==> config.mk <==
export PLATFORM = sky130hd
export DESIGN_NAME = integrador_velocidad
export DESIGN_NICKNAME = d
export VERILOG_FILES = /design/src/rtl/integrador_velocidad.sv
export SDC_FILE = /design/constraint.sdc
export NUM_CORES = 1
export LEC_CHECK = 0
export ABC_AREA = 0
export CORE_ASPECT_RATIO = 1.1
export CORE_MARGIN = 8
export CORE_UTILIZATION = 60
export DETAILED_ROUTE_END_ITERATION = 8
export DONT_BUFFER_PORTS = 1
export PLACE_DENSITY = 0.76
export SYNTH_ARGS = -nofsm -noshare
export SYNTH_HDL_FRONTEND = slang
export SYNTH_SLANG_ARGS = --single-unit
==> constraint.sdc <==
create_clock -name clock -period 8.6 [get_ports clock]
set_clock_uncertainty 0.1 [all_clocks]
set_input_delay 1.29 -clock clock [delete_from_list [all_inputs] [get_ports clock]]
set_output_delay 1.29 -clock clock [all_outputs]
set_load 0.005 [all_outputs]
==> src/rtl/integrador_velocidad.sv <==
// Integrates signed acceleration samples into a saturating velocity, using a
// serial shift-add multiplier. Define INTEGRADOR_TRAPECIO_EN for the trapezoidal rule.
module integrador_velocidad #(
    parameter int ACC_W    = 24,
    parameter int CNT_W    = 32,
    parameter int VEL_W    = 32,
    parameter int DT_SHIFT = 26,
    parameter int TIMEOUT  = 500000000
) (
    input  logic                    clock,
    input  logic                    reset,
    input  logic signed [ACC_W-1:0] aceleracion,
    input  logic                    muestraValida,
    input  logic                    limpiar,
    output logic signed [VEL_W-1:0] velocidad,
    output logic                    impulso,
    output logic                    ocupado,
    output logic                    saturado,
    output logic [CNT_W-1:0]        ciclos
);

    localparam int PW = ACC_W + CNT_W;
    localparam int SW = PW + VEL_W + 2;
    localparam int BW = $clog2(CNT_W + 1);
    localparam logic [BW-1:0]        LAST_BIT = BW'(CNT_W - 1);
    localparam logic [CNT_W-1:0]     T_MAX    = CNT_W'(TIMEOUT);
    localparam logic signed [SW-1:0] V_MAX    = {{(SW-VEL_W+1){1'b0}}, {(VEL_W-1){1'b1}}};
    localparam logic signed [SW-1:0] V_MIN    = {{(SW-VEL_W+1){1'b1}}, {(VEL_W-1){1'b0}}};

    typedef enum logic [1:0] {IDLE, MULT, ACCUM, DONE} state_t;

    state_t state, next_state;

    logic [CNT_W-1:0] counter;
    logic [CNT_W-1:0] mplier;
    logic [PW-1:0]    mcand;
    logic [PW-1:0]    prod;
    logic [BW-1:0]    bit_cnt;
    logic             neg_r;
    logic [VEL_W-1:0] v_new;
    logic             sat_new;

    logic [ACC_W:0]   mag_in;
    logic             neg_in;

`ifdef INTEGRADOR_TRAPECIO_EN
    logic signed [ACC_W-1:0] a_prev;
    logic signed [ACC_W-1:0] a_lat;
    logic [ACC_W:0]          suma;
    logic [ACC_W:0]          abs_suma;

    // Average halves the magnitude so the result truncates toward zero for either sign.
    always_comb begin
        suma     = {a_prev[ACC_W-1], a_prev} + {aceleracion[ACC_W-1], aceleracion};
        neg_in   = suma[ACC_W];
        abs_suma = neg_in ? (~suma + 1'b1) : suma;
        mag_in   = abs_suma >> 1;
    end
`else
    logic [ACC_W:0] a_ext;

    always_comb begin
        a_ext  = {aceleracion[ACC_W-1], aceleracion};
        neg_in = a_ext[ACC_W];
        mag_in = neg_in ? (~a_ext + 1'b1) : a_ext;
    end
`endif

    logic [PW-1:0]        mag_sh;
    logic signed [SW-1:0] vel_ext;
    logic signed [SW-1:0] delta;
    logic signed [SW-1:0] v_sum;
    logic                 over_hi;
    logic                 over_lo;

    always_comb begin
        mag_sh  = prod >> DT_SHIFT;
        vel_ext = {{(SW-VEL_W){velocidad[VEL_W-1]}}, velocidad};
        delta   = {{(SW-PW){1'b0}}, mag_sh};
        v_sum   = neg_r ? (vel_ext - delta) : (vel_ext + delta);
        over_hi = v_sum > V_MAX;
        over_lo = v_sum < V_MIN;
    end

    always_ff @(posedge clock) begin
        if (reset) state <= IDLE;
        else       state <= next_state;
    end

    always_comb begin
        next_state = state;
        if (limpiar) begin
            next_state = IDLE;
        end else begin
            case (state)
                IDLE:    if (muestraValida) next_state = MULT;
                MULT:    if (bit_cnt == LAST_BIT) next_state = ACCUM;
                ACCUM:   next_state = DONE;
                DONE:    next_state = IDLE;
                default: next_state = IDLE;
            endcase
        end
    end

    always_ff @(posedge clock) begin
        if (reset || limpiar) begin
            velocidad <= '0;
            impulso   <= 1'b0;
            ocupado   <= 1'b0;
            saturado  <= 1'b0;
            counter   <= '0;
            mplier    <= '0;
            mcand     <= '0;
            prod      <= '0;
            bit_cnt   <= '0;
            neg_r     <= 1'b0;
            v_new     <= '0;
            sat_new   <= 1'b0;
`ifdef INTEGRADOR_TRAPECIO_EN
            a_prev    <= '0;
            a_lat     <= '0;
`endif
            // ciclos survives limpiar; only reset clears it.
            if (reset) ciclos <= '0;
        end else begin
            impulso <= 1'b0;
            if (state == IDLE && muestraValida) counter <= '0;
            else if (counter != T_MAX)          counter <= counter + 1'b1;

            case (state)
                IDLE: begin
                    if (muestraValida) begin
                        mcand   <= {{(CNT_W-1){1'b0}}, mag_in};
                        mplier  <= counter;
                        ciclos  <= counter;
                        prod    <= '0;
                        bit_cnt <= '0;
                        neg_r   <= neg_in;
                        ocupado <= 1'b1;
`ifdef INTEGRADOR_TRAPECIO_EN
                        a_lat   <= aceleracion;
`endif
                    end
                end
                MULT: begin
                    if (mplier[0]) prod <= prod + mcand;
                    mcand   <= mcand << 1;
                    mplier  <= mplier >> 1;
                    bit_cnt <= bit_cnt + 1'b1;
                end
                ACCUM: begin
                    if (over_hi)      v_new <= V_MAX[VEL_W-1:0];
                    else if (over_lo) v_new <= V_MIN[VEL_W-1:0];
                    else              v_new <= v_sum[VEL_W-1:0];
                    sat_new <= over_hi | over_lo;
                end
                DONE: begin
                    velocidad <= v_new;
                    saturado  <= saturado | sat_new;
                    impulso   <= 1'b1;
                    ocupado   <= 1'b0;
`ifdef INTEGRADOR_TRAPECIO_EN
                    a_prev    <= a_lat;
`endif
                end
                default: ;
            endcase
        end
    end

endmodule

==> results of run 1 <==
==> sequential cells by signal (all words and copies together), names as in the netlist, 2 cells and up <==
signal	count
bit_cnt	6
mcand	56
v_new	32
mplier	32
counter	32
ciclos	32
velocidad	32
prod	56
state	2
==> cell type report <==
class                           instances  share of cell area (%)
Tap cell                              357                   2.524
Inverter                               38                  0.8061
Clock buffer                           45                   4.787
Clock inverter                         11                  0.7637
Sequential cell                       285                   34.05
Timing Repair Buffer                   10                  0.4243
Multi-Input combinational cell       1520                   56.64
==> worst max-delay path: cells and delay by family, from the launching register on <==
kind            cells  cell delay, ps
compound gates      4             930
xor+xnor            2             820
fa+ha+maj           1             350
buf+inv             1             390
flops               1             370
simple gates       12            2620
==> through the flow <==
step           instance area (um2)  util [%]
5_1_grt                      17690     65.45
3_5_place_dp                 16710     61.81
4_1_cts                      17690     65.45
3_3_place_gp                 16710     61.81
6_report                     17690     65.45
2_1_floorplan                16550         -
==> path summary, 6_finish.rpt <==
path | from | to | depth (start not counted)
setup / recovery | prod[28] | v_new[22] | 20
hold / removal | prod[17] | prod[17] | 2
setup reg to reg | prod[28] | v_new[22] | 20
hold reg to reg | prod[17] | prod[17] | 2
==> cell usage in the layout, fill, tap and decap left out, drive strengths merged, types with 9 or more instances in the layout <==
cell	netlist	layout
a21o	57	57
dfxtp	253	253
mux2i	69	69
nor4	14	14
a31oi	18	18
or3	9	9
o211ai	20	20
a211oi	43	43
a21oi	163	163
o31ai	11	11
xor2	70	70
nand2	144	144
nor2	252	252
inv	38	38
o21ai	135	135
and3	13	13
and2	37	37
nand2b	13	13
maj3	28	28
nand3	31	31
a22oi	63	63
ha	96	96
edfxtp	32	32
nor3	22	22
nor2b	20	20
buf	15	10
nand4	29	29
o21bai	10	10
clkbuf	98	45
xnor2	88	88
==> power by group through the flow <==
stage / registers, mW / clock network, mW / logic (mW)
2_1_floorplan: 1.41 / 0 / 0.123
3_3_place_gp: 1.41 / 0 / 0.154
3_5_place_dp: 1.41 / 0 / 0.157
4_1_cts: 1.38 / 1.30 / 0.158
5_1_grt: 1.39 / 1.36 / 0.175
6_report: 1.38 / 1.27 / 0.158
==> metal layers <==
metal	GRT usage, %	up-vias
li1	-	6890
met1	30.98	6564
met2	38.83	320
met3	2.954	66
met4	6.055	0
met5	0	-
==> cells by family after synthesis <==
group / count (synthesis) / synth area share, %
buffers and inverters: 151 / 3.531
XOR/XNOR: 158 / 8.408
AND/OR/NAND/NOR: 604 / 16.91
multiplexers: 69 / 4.174
AO/OA/AOI/OAI: 563 / 21.37
adder cells (fa/ha/maj): 126 / 9.195
flip-flops: 285 / 36.42
==> run_results.csv, run 1 <==
group,metric,value,unit
setup_path,cp.required,8890,ps
flow_run,cap_viol_max_count,0,
sta,fin_crit,5759,ps
pwr,combPwrFrac,5.6,%
clocking,htreeDepth,1,
die,die_h,190.2,um
sta,tightest_slew,1162,ps
setup_path,endpoint_kind,"flop",
run_status,outcome,"finished clean",
sta,fmax,173.6,MHz
clocking,cts_tree,"done",
pwr,seq_power_share,49.1,%
synth,synth.area.top_cells,"dfxtp_1 (31%), ha_1 (7.3%), edfxtp_1 (5.8%)",
final_layout,n_fill_cell,2233,
sta,hold_viol,0,
placed_design,port_buffers,0,
route,vias,13840,
sta,setup_viol,0,
placed_design,place_inst,2210,
route,wire_per_inst,17.49,um
pwr,p_leak,6.717,nW
synth,synth_edf_count,32,
synth,syn_inst,1956,
clocking,holdBufCountCts,0,
route,wl_met2,18.43,mm
clocking,cts.sinks,285,
final_layout,num-nets-final,2011,
global_routing,grt_pass1_wl,65.55,mm
clocking,cts-root-buf,"clkbuf_16",
setup_path,slowest_stage,"xnor2_2",
synth,syn-num-nets,2082,
synth,yosys.area.top_type,"dfxtp_1",
setup_path,path_cells,"or3_4 > nor4_1 > and2_1 > nand2_1 > nor2_1 > and2_1 > nor2_1 > xnor2_1 > ha_1 > and3_1 > and2_1 > nand4_1 > nor2_1 > a2111oi_0 > a31oi_2 > xnor2_2 > buf_4 > nor2_2 > o21ai_1 > a21oi_1",
synth,synth_common_cells,"dfxtp_1 (253), nor2_1 (251), a21oi_1 (162)",
setup_path,slowest_delay,640,ps
placed_design,gp_congestion,0.9117,
pwr,switching_share,23.48,%
sta,slew_headroom,22.55,%
final_layout,multiInputGateArea,10020,um2
synth,synth_flop_cell,"dfxtp_1",
sta,drv_slew,0,
pwr,netSwitchingPower,661.0,uW
synth,avgSynthCellArea,8.460,um2
route,detail_route.iter0.violations,935,
hold_path,hold_path_class,"flop to flop",
route,detail-route-antenna-nets,0,
synth,async_flop_share,0,%
synth,ys_ff_latch,285,
setup_path,r2r_slack,2840,ps
pwr,ir_worst_vdd,0.1405,mV
synth,synthDominantCellAreaShare,30.61,%
global_routing,grt_max_degree,90,
synth,synth.distinct_cells,74,
synth,synth.most_common_cell,"dfxtp_1",
synth,seq_area_frac_synth,36.42,%
global_routing,grt_pass1_vias,12948,
sta,fin_crit_sh,66.96,%
final_layout,drive_gt1_share,4.557,%
placed_design,place_ws,2950,ps
setup_path,cp_max_fo,18,
clocking,clock_latency,570,ps
route,met1_length,18.48,mm
pwr,p_int,2.155,mW
sta,timing.hold.ws,361.9,ps
sta,setup_tns,0,ps
final_layout,antennaDiodeCount,0,
route,wl_met3,1.886,mm
setup_path,worstSetupPathType,"flop to flop",
die,ios,95,
route,vias_per_cell,6.108,
pwr,power_density,159.1,nW/um2
route,highest_layer,"met4",
pwr,finalPower,2.815,mW
final_layout,fin_cells,2266,
global_routing,grt_usage,23.12,%
route,dr.pass1.iters,5,
placed_design,hpwlAfterDp,27.92,mm
clocking,cts_resized,0,
sta,rsz0062_at_grt,"false",
clocking,numCtsBuffers,30,
global_routing,antenna_found_initial,0,
die,fp.dieW,174.3,um
final_layout,syn2layout_area_growth,6.934,%
route,wl,39.63,mm
sta,finalWorstSetupSlack,2841,ps
clocking,cts_setup_buffers,0,
global_routing,gr-total-overflow,0,
pwr,clkPwrFrac,45.3,%
setup_path,cp-start-kind,"flop",
die,die-area,33160,um2
synth,syn_area,16550,um2
clocking,cts_buffer_depth,3,
route,drc,0,
clocking,cts.clk_slew.worst_paths,60,ps
synth,ys_warn_count,0,
setup_path,arrival,6050,ps
die,rows,63,
die,fp.coreArea,27040,um2
final_layout,ff_latch_area,6026,um2
die,start_util,61.20,%
Note: power is estimated with default switching activity, not from simulation.
==> run 2: changes to the inputs <==
--- a/config.mk
+++ b/config.mk
@@ -8,7 +8,7 @@
 export ABC_AREA = 0
 export CORE_ASPECT_RATIO = 1.1
 export CORE_MARGIN = 8
-export CORE_UTILIZATION = 60
+export CORE_UTILIZATION = 58
 export DETAILED_ROUTE_END_ITERATION = 8
 export DONT_BUFFER_PORTS = 1
 export PLACE_DENSITY = 0.76
==> constraint.sdc (replaced) <==
create_clock -name clock -period 5.1 [get_ports clock]
set_clock_uncertainty 0.1 [all_clocks]
set_input_delay 0.765 -clock clock [delete_from_list [all_inputs] [get_ports clock]]
set_output_delay 0.765 -clock clock [all_outputs]
set_load 0.005 [all_outputs]
==> run_results.csv, run 2 (synthesized netlist as in run 1, its figures left out) <==
group,metric,value,unit
route,drc,0,
die,fp.coreArea,28380,um2
route,highest_layer,"met4",
route,wl,40.69,mm
final_layout,fin_util,63.01,%
setup_path,cp.required,5490,ps
die,start_util,58.30,%
placed_design,gp_congestion,0.8926,
final_layout,reg_top3,"mcand: 56 flops, prod: 56 flops",
route,dr.pass1.iters,6,
run_status,outcome,"finished clean",
final_layout,n_fill_cell,2363,
sta,drv_slew,0,
hold_path,hold_path_class,"primary input to flop",
final_layout,final_common_cell,"dfxtp_1",
setup_path,cp_max_fo,18,
pwr,finalPower,4.944,mW
setup_path,arrival,5140,ps
setup_path,worstSetupPathType,"flop to flop",
clocking,cts_buffer_depth,3,
route,vias_per_cell,6.132,
final_layout,syn2layout_area_growth,8.076,%
sta,rsz0062_at_grt,"false",
sta,fmax,210.7,MHz
global_routing,gr-total-overflow,0,
clocking,cts.sinks,285,
sta,fin_crit_sh,93.05,%
clocking,htreeDepth,1,
pwr,seq_power_share,47.1,%
placed_design,dpl_cell_area,16790,um2
route,wire_per_inst,17.81,um
final_layout,multiInputGateArea,10030,um2
final_layout,num-nets-final,2020,
route,met1_length,18.77,mm
global_routing,grt_pass1_vias,13398,
pwr,combPwrFrac,5.5,%
pwr,netSwitchingPower,1.142,mW
sta,hold_viol,0,
pwr,switching_share,23.09,%
route,detail-route-antenna-nets,0,
clocking,numCtsBuffers,30,
pwr,p_leak,6.816,nW
clocking,clock_latency,580,ps
clocking,cts-root-buf,"clkbuf_16",
pwr,ir_worst_vdd,0.3302,mV
route,wl_met3,2.180,mm
sta,setup_viol,0,
sta,setup_tns,0,ps
die,die-area,34200,um2
route,vias,14012,
sta,fin_crit,4746,ps
final_layout,fin_cells,2285,
flow_run,cap_viol_max_count,0,
global_routing,grt_max_degree,77,
final_layout,antennaDiodeCount,0,
placed_design,place_ws,213.2,ps
placed_design,place_inst,2229,
final_layout,final_cell_mix,"dfxtp_1 (253), nor2_1 (248), a21oi_1 (162)",
clocking,holdBufCountCts,0,
final_layout,ff_latch_area,6026,um2
global_routing,grt_usage,23.28,%
sta,finalWorstSetupSlack,354.3,ps
pwr,power_density,276.5,nW/um2
pwr,clkPwrFrac,47.4,%
sta,timing.hold.ws,246.1,ps
global_routing,antenna_found_initial,0,
final_layout,drive_gt1_share,5.216,%
global_routing,grt_pass1_wl,66.97,mm
route,wl_met2,18.85,mm
sta,tightest_slew,1158,ps
setup_path,cp-start-kind,"flop",
placed_design,hpwlAfterDp,28.68,mm
placed_design,port_buffers,0,
clocking,cts_tree,"done",
die,rows,65,
setup_path,endpoint_kind,"flop",
final_layout,final_cell_area,17880,um2
die,die_h,193.2,um
die,ios,95,
pwr,p_int,3.802,mW
clocking,cts.clk_slew.worst_paths,60,ps
route,detail_route.iter0.violations,1133,
sta,slew_headroom,22.82,%
die,fp.dieW,177.0,um
==> run 2: cell types whose count changed in the layout (fill, tap and decap cells not counted), moves of 2 or more <==
cell	change
buf_4	+8
bufinv_16	+2
clkbuf_1	-3
clkbuf_8	+3
clkinv_2	-3
clkinvlp_4	-2
==> run 2: final timing paths <==
path / start / endpoint / slack, ps / depth (start not counted)
max: prod[28] / v_new[17] / 350 / 20
min: aceleracion[0] / mcand[0] / 250 / 2
max reg2reg: prod[28] / v_new[17] / 350 / 20
min reg2reg: prod[18] / prod[18] / 360 / 2
==> run 2: routing by layer <==
layer | track usage, % | up-vias
li1 | - | 6889
met1 | 30.58 | 6704
met2 | 39.47 | 357
met3 | 3.155 | 62
met4 | 6.503 | 0
met5 | 0 | -
==> run 2: timing repair <==
action	CTS	global route
setup buffers	0	1
endpoints found under the setup margin	0	32
resized for setup	0	4
endpoints found under the hold margin	0	0
==> run 2: critical path, cell delays in order, from the launching register on <==
cell,delay (ps)
dfxtp_1,370
or3_4,440
nor4_1,210
buf_4,180
and2_1,180
nand2_1,80
nor2_2,180
and2_1,210
nor2_1,70
xnor2_1,220
ha_1,330
and3_1,170
and2_1,170
nand4_1,110
nor2_1,70
a2111oi_1,440
a31oi_2,190
xnor2_2,200
buf_6,190
maj3_1,360
a21oi_1,160
==> run 2: power by group through the flow <==
stage / combinational (mW) / clock, mW / sequential (mW)
3_5_place_dp: 0.268 / 0 / 2.38
3_3_place_gp: 0.261 / 0 / 2.38
2_1_floorplan: 0.207 / 0 / 2.37
5_1_grt: 0.299 / 2.47 / 2.33
6_report: 0.270 / 2.34 / 2.33
4_1_cts: 0.269 / 2.38 / 2.33
==> run 2: final cells by class <==
type,count,share of cell area (%)
Multi-Input combinational cell,1520,56.10
Sequential cell,285,33.69
Clock buffer,46,5.044
Tap cell,368,2.575
Clock inverter,9,0.9725
Timing Repair Buffer,19,0.8186
Inverter,38,0.7976
==> run 3: changes to the inputs <==
--- a/config.mk
+++ b/config.mk
@@ -5,13 +5,12 @@
 export SDC_FILE = /design/constraint.sdc
 export NUM_CORES = 1
 export LEC_CHECK = 0
-export ABC_AREA = 0
 export CORE_ASPECT_RATIO = 1.1
 export CORE_MARGIN = 8
-export CORE_UTILIZATION = 58
+export CORE_UTILIZATION = 45
+export CTS_BUF_LIST = sky130_fd_sc_hd__clkbuf_16
 export DETAILED_ROUTE_END_ITERATION = 8
 export DONT_BUFFER_PORTS = 1
-export PLACE_DENSITY = 0.76
 export SYNTH_ARGS = -nofsm -noshare
 export SYNTH_HDL_FRONTEND = slang
 export SYNTH_SLANG_ARGS = --single-unit
==> run_results.csv, run 3 (synthesized netlist as in run 1, its figures left out) <==
group,metric,value,unit
pwr,p_int,3.769,mW
sta,drv_slew,0,
setup_path,slowest_delay,430,ps
setup_path,worst-path-stages,21,
sta,rsz0062_at_grt,"false",
final_layout,final_cell_mix,"dfxtp_1 (253), nor2_1 (247), a21oi_1 (162)",
pwr,switching_share,24.36,%
die,fp.dieW,198.8,um
pwr,ir_worst_vdd,0.2057,mV
route,vias_per_cell,5.687,
placed_design,gp_congestion,0.8784,
clocking,htreeDepth,2,
pwr,netSwitchingPower,1.214,mW
global_routing,grt_pass1_vias,12982,
final_layout,fin_cells,2415,
setup_path,crit_buf_inv,3,
sta,timing.hold.ws,280.6,ps
pwr,seq_power_share,46.8,%
clocking,clock_latency,540,ps
final_layout,drive_gt1_share,5.498,%
setup_path,endpoint_kind,"flop",
final_layout,final_common_cell,"dfxtp_1",
setup_path,cp-start-kind,"flop",
clocking,cts.clk_slew.worst_paths,60,ps
final_layout,fin_util,50.03,%
global_routing,antenna_found_initial,0,
clocking,cts_buffer_depth,3,
pwr,power_density,275.3,nW/um2
flow_run,cap_viol_max_count,0,
die,ios,95,
global_routing,grt_pass1_wl,67.90,mm
final_layout,n_fill_cell,3496,
clocking,numCtsBuffers,34,
clocking,cts-root-buf,"clkbuf_16",
clocking,cts_tree,"done",
setup_path,slowest_stage,"or3_4",
die,rows,73,
pwr,clkPwrFrac,47.7,%
setup_path,cp.required,5460,ps
global_routing,gr-total-overflow,0,
setup_path,arrival,5130,ps
clocking,cts.sinks,285,
pwr,combPwrFrac,5.5,%
route,wl,41.52,mm
route,dr.pass1.iters,5,
setup_path,reg2regPathDepth,21,
sta,setup_tns,0,ps
global_routing,grt_usage,18.84,%
final_layout,num-nets-final,2029,
sta,fin_crit,4773,ps
die,start_util,45.75,%
route,detail-route-antenna-nets,0,
sta,tightest_slew,1190,ps
sta,slew_headroom,20.70,%
placed_design,port_buffers,0,
placed_design,hpwlAfterDp,29.96,mm
pwr,p_leak,6.863,nW
hold_path,hold_path_class,"primary input to flop",
route,wire_per_inst,17.19,um
hold_path,hold-path-cell-count,2,
sta,fin_crit_sh,93.59,%
final_layout,syn2layout_area_growth,9.361,%
setup_path,path_cells,"or3_4 > nor4_1 > buf_4 > and2_1 > nand2_1 > nor2_2 > and2_1 > nor2_1 > xnor2_1 > ha_1 > and3_1 > and2_1 > nand4_1 > nor2_1 > a2111oi_2 > a31oi_2 > xnor2_2 > buf_4 > buf_4 > maj3_1 > a21oi_1",
setup_path,worstSetupPathType,"flop to flop",
placed_design,place_inst,2351,
route,drc,0,
die,die_h,217.1,um
route,detail_route.iter0.violations,839,
route,vias,13735,
sta,setup_viol,0,
global_routing,grt_max_degree,75,
final_layout,antennaDiodeCount,0,
sta,fmax,209.5,MHz
setup_path,crit_family,"simple AND/OR/NAND/NOR gates",
setup_path,cp_max_fo,6,
final_layout,reg_top3,"mcand: 56 flops, prod: 56 flops",
die,die-area,43170,um2
sta,hold_viol,0,
run_status,outcome,"finished clean",
die,fp.coreArea,36170,um2
run 3: cell types whose count changed in the layout (fill, tap and decap cells not counted), moves of 2 or more:
| cell | change |
|---|---|
| inv_1 | +4 |
| clkbuf_16 | +3 |
| clkbuf_1 | -8 |
| clkbuf_8 | -7 |
| inv_16 | +2 |
| clkinv_1 | +10 |
| buf_4 | +5 |
| clkinvlp_4 | +3 |
run 3: power groups by stage:
| stage | clock network [mW] | registers [mW] | logic [mW] |
|---|---|---|---|
| floorplan | 0 | 2.37 | 0.207 |
| global placement | 0 | 2.38 | 0.271 |
| detailed placement | 0 | 2.38 | 0.274 |
| CTS | 2.44 | 2.33 | 0.276 |
| global route | 2.53 | 2.33 | 0.305 |
| finish | 2.38 | 2.33 | 0.272 |
run 3: through the flow:
step           setup slack (ps)  power, mW  area (um2)
6_report                  326.9      4.983       18100
5_1_grt                   21.25      5.171       18100
4_1_cts                   152.0      5.049       18060
3_5_place_dp              173.4      2.657       16970
3_3_place_gp              328.5      2.653       16970
2_1_floorplan             743.3      2.578       16550
run 3: layout make-up:
type                       instances  area, um2  share of cell area (%)
multi-input combinational       1520      10030                   55.45
inverter                          38      142.6                  0.7882
tap                              487      609.3                   3.367
timing repair buffer              24      192.7                   1.065
clock inverter                    27      241.5                   1.334
sequential                       285       6026                   33.30
clock buffer                      34      850.8                   4.702
run 3: path summary, 6_finish.rpt:
| check | startpoint | slack (ps) | to |
|---|---|---|---|
| hold / removal | aceleracion[0] | 280 | mcand[0] |
| setup / recovery | prod[28] | 330 | v_new[9] |
| setup reg to reg | prod[28] | 330 | v_new[9] |
| hold reg to reg | prod[0] | 360 | prod[0] |
run 3: worst register-to-register path: cells and delay by family (launching register included):
| family | cells | cell delay, ps |
|---|---|---|
| buf+inv | 3 | 490 |
| flops | 1 | 360 |
| fa+ha+maj | 2 | 660 |
| simple gates | 11 | 1970 |
| xor+xnor | 2 | 370 |
| compound gates | 3 | 750 |
run 3: routing by layer:
| layer | track usage [%] | vias up | routed length, um |
|---|---|---|---|
| met4 | 5.266 | 0 | 874 |
| met2 | 30.79 | 232 | 19220 |
| met5 | 0 | - | 0 |
| li1 | - | 6948 | - |
| met1 | 25.73 | 6500 | 19880 |
| met3 | 2.500 | 55 | 1546 |
run 3: repair_timing:
action | in CTS | in global routing
setup buffers | 0 | 3
hold buffers | 0 | 0
endpoints found under the setup margin | 0 | 32
hold endpoints to repair | 0 | 0
resized for setup | 0 | 3
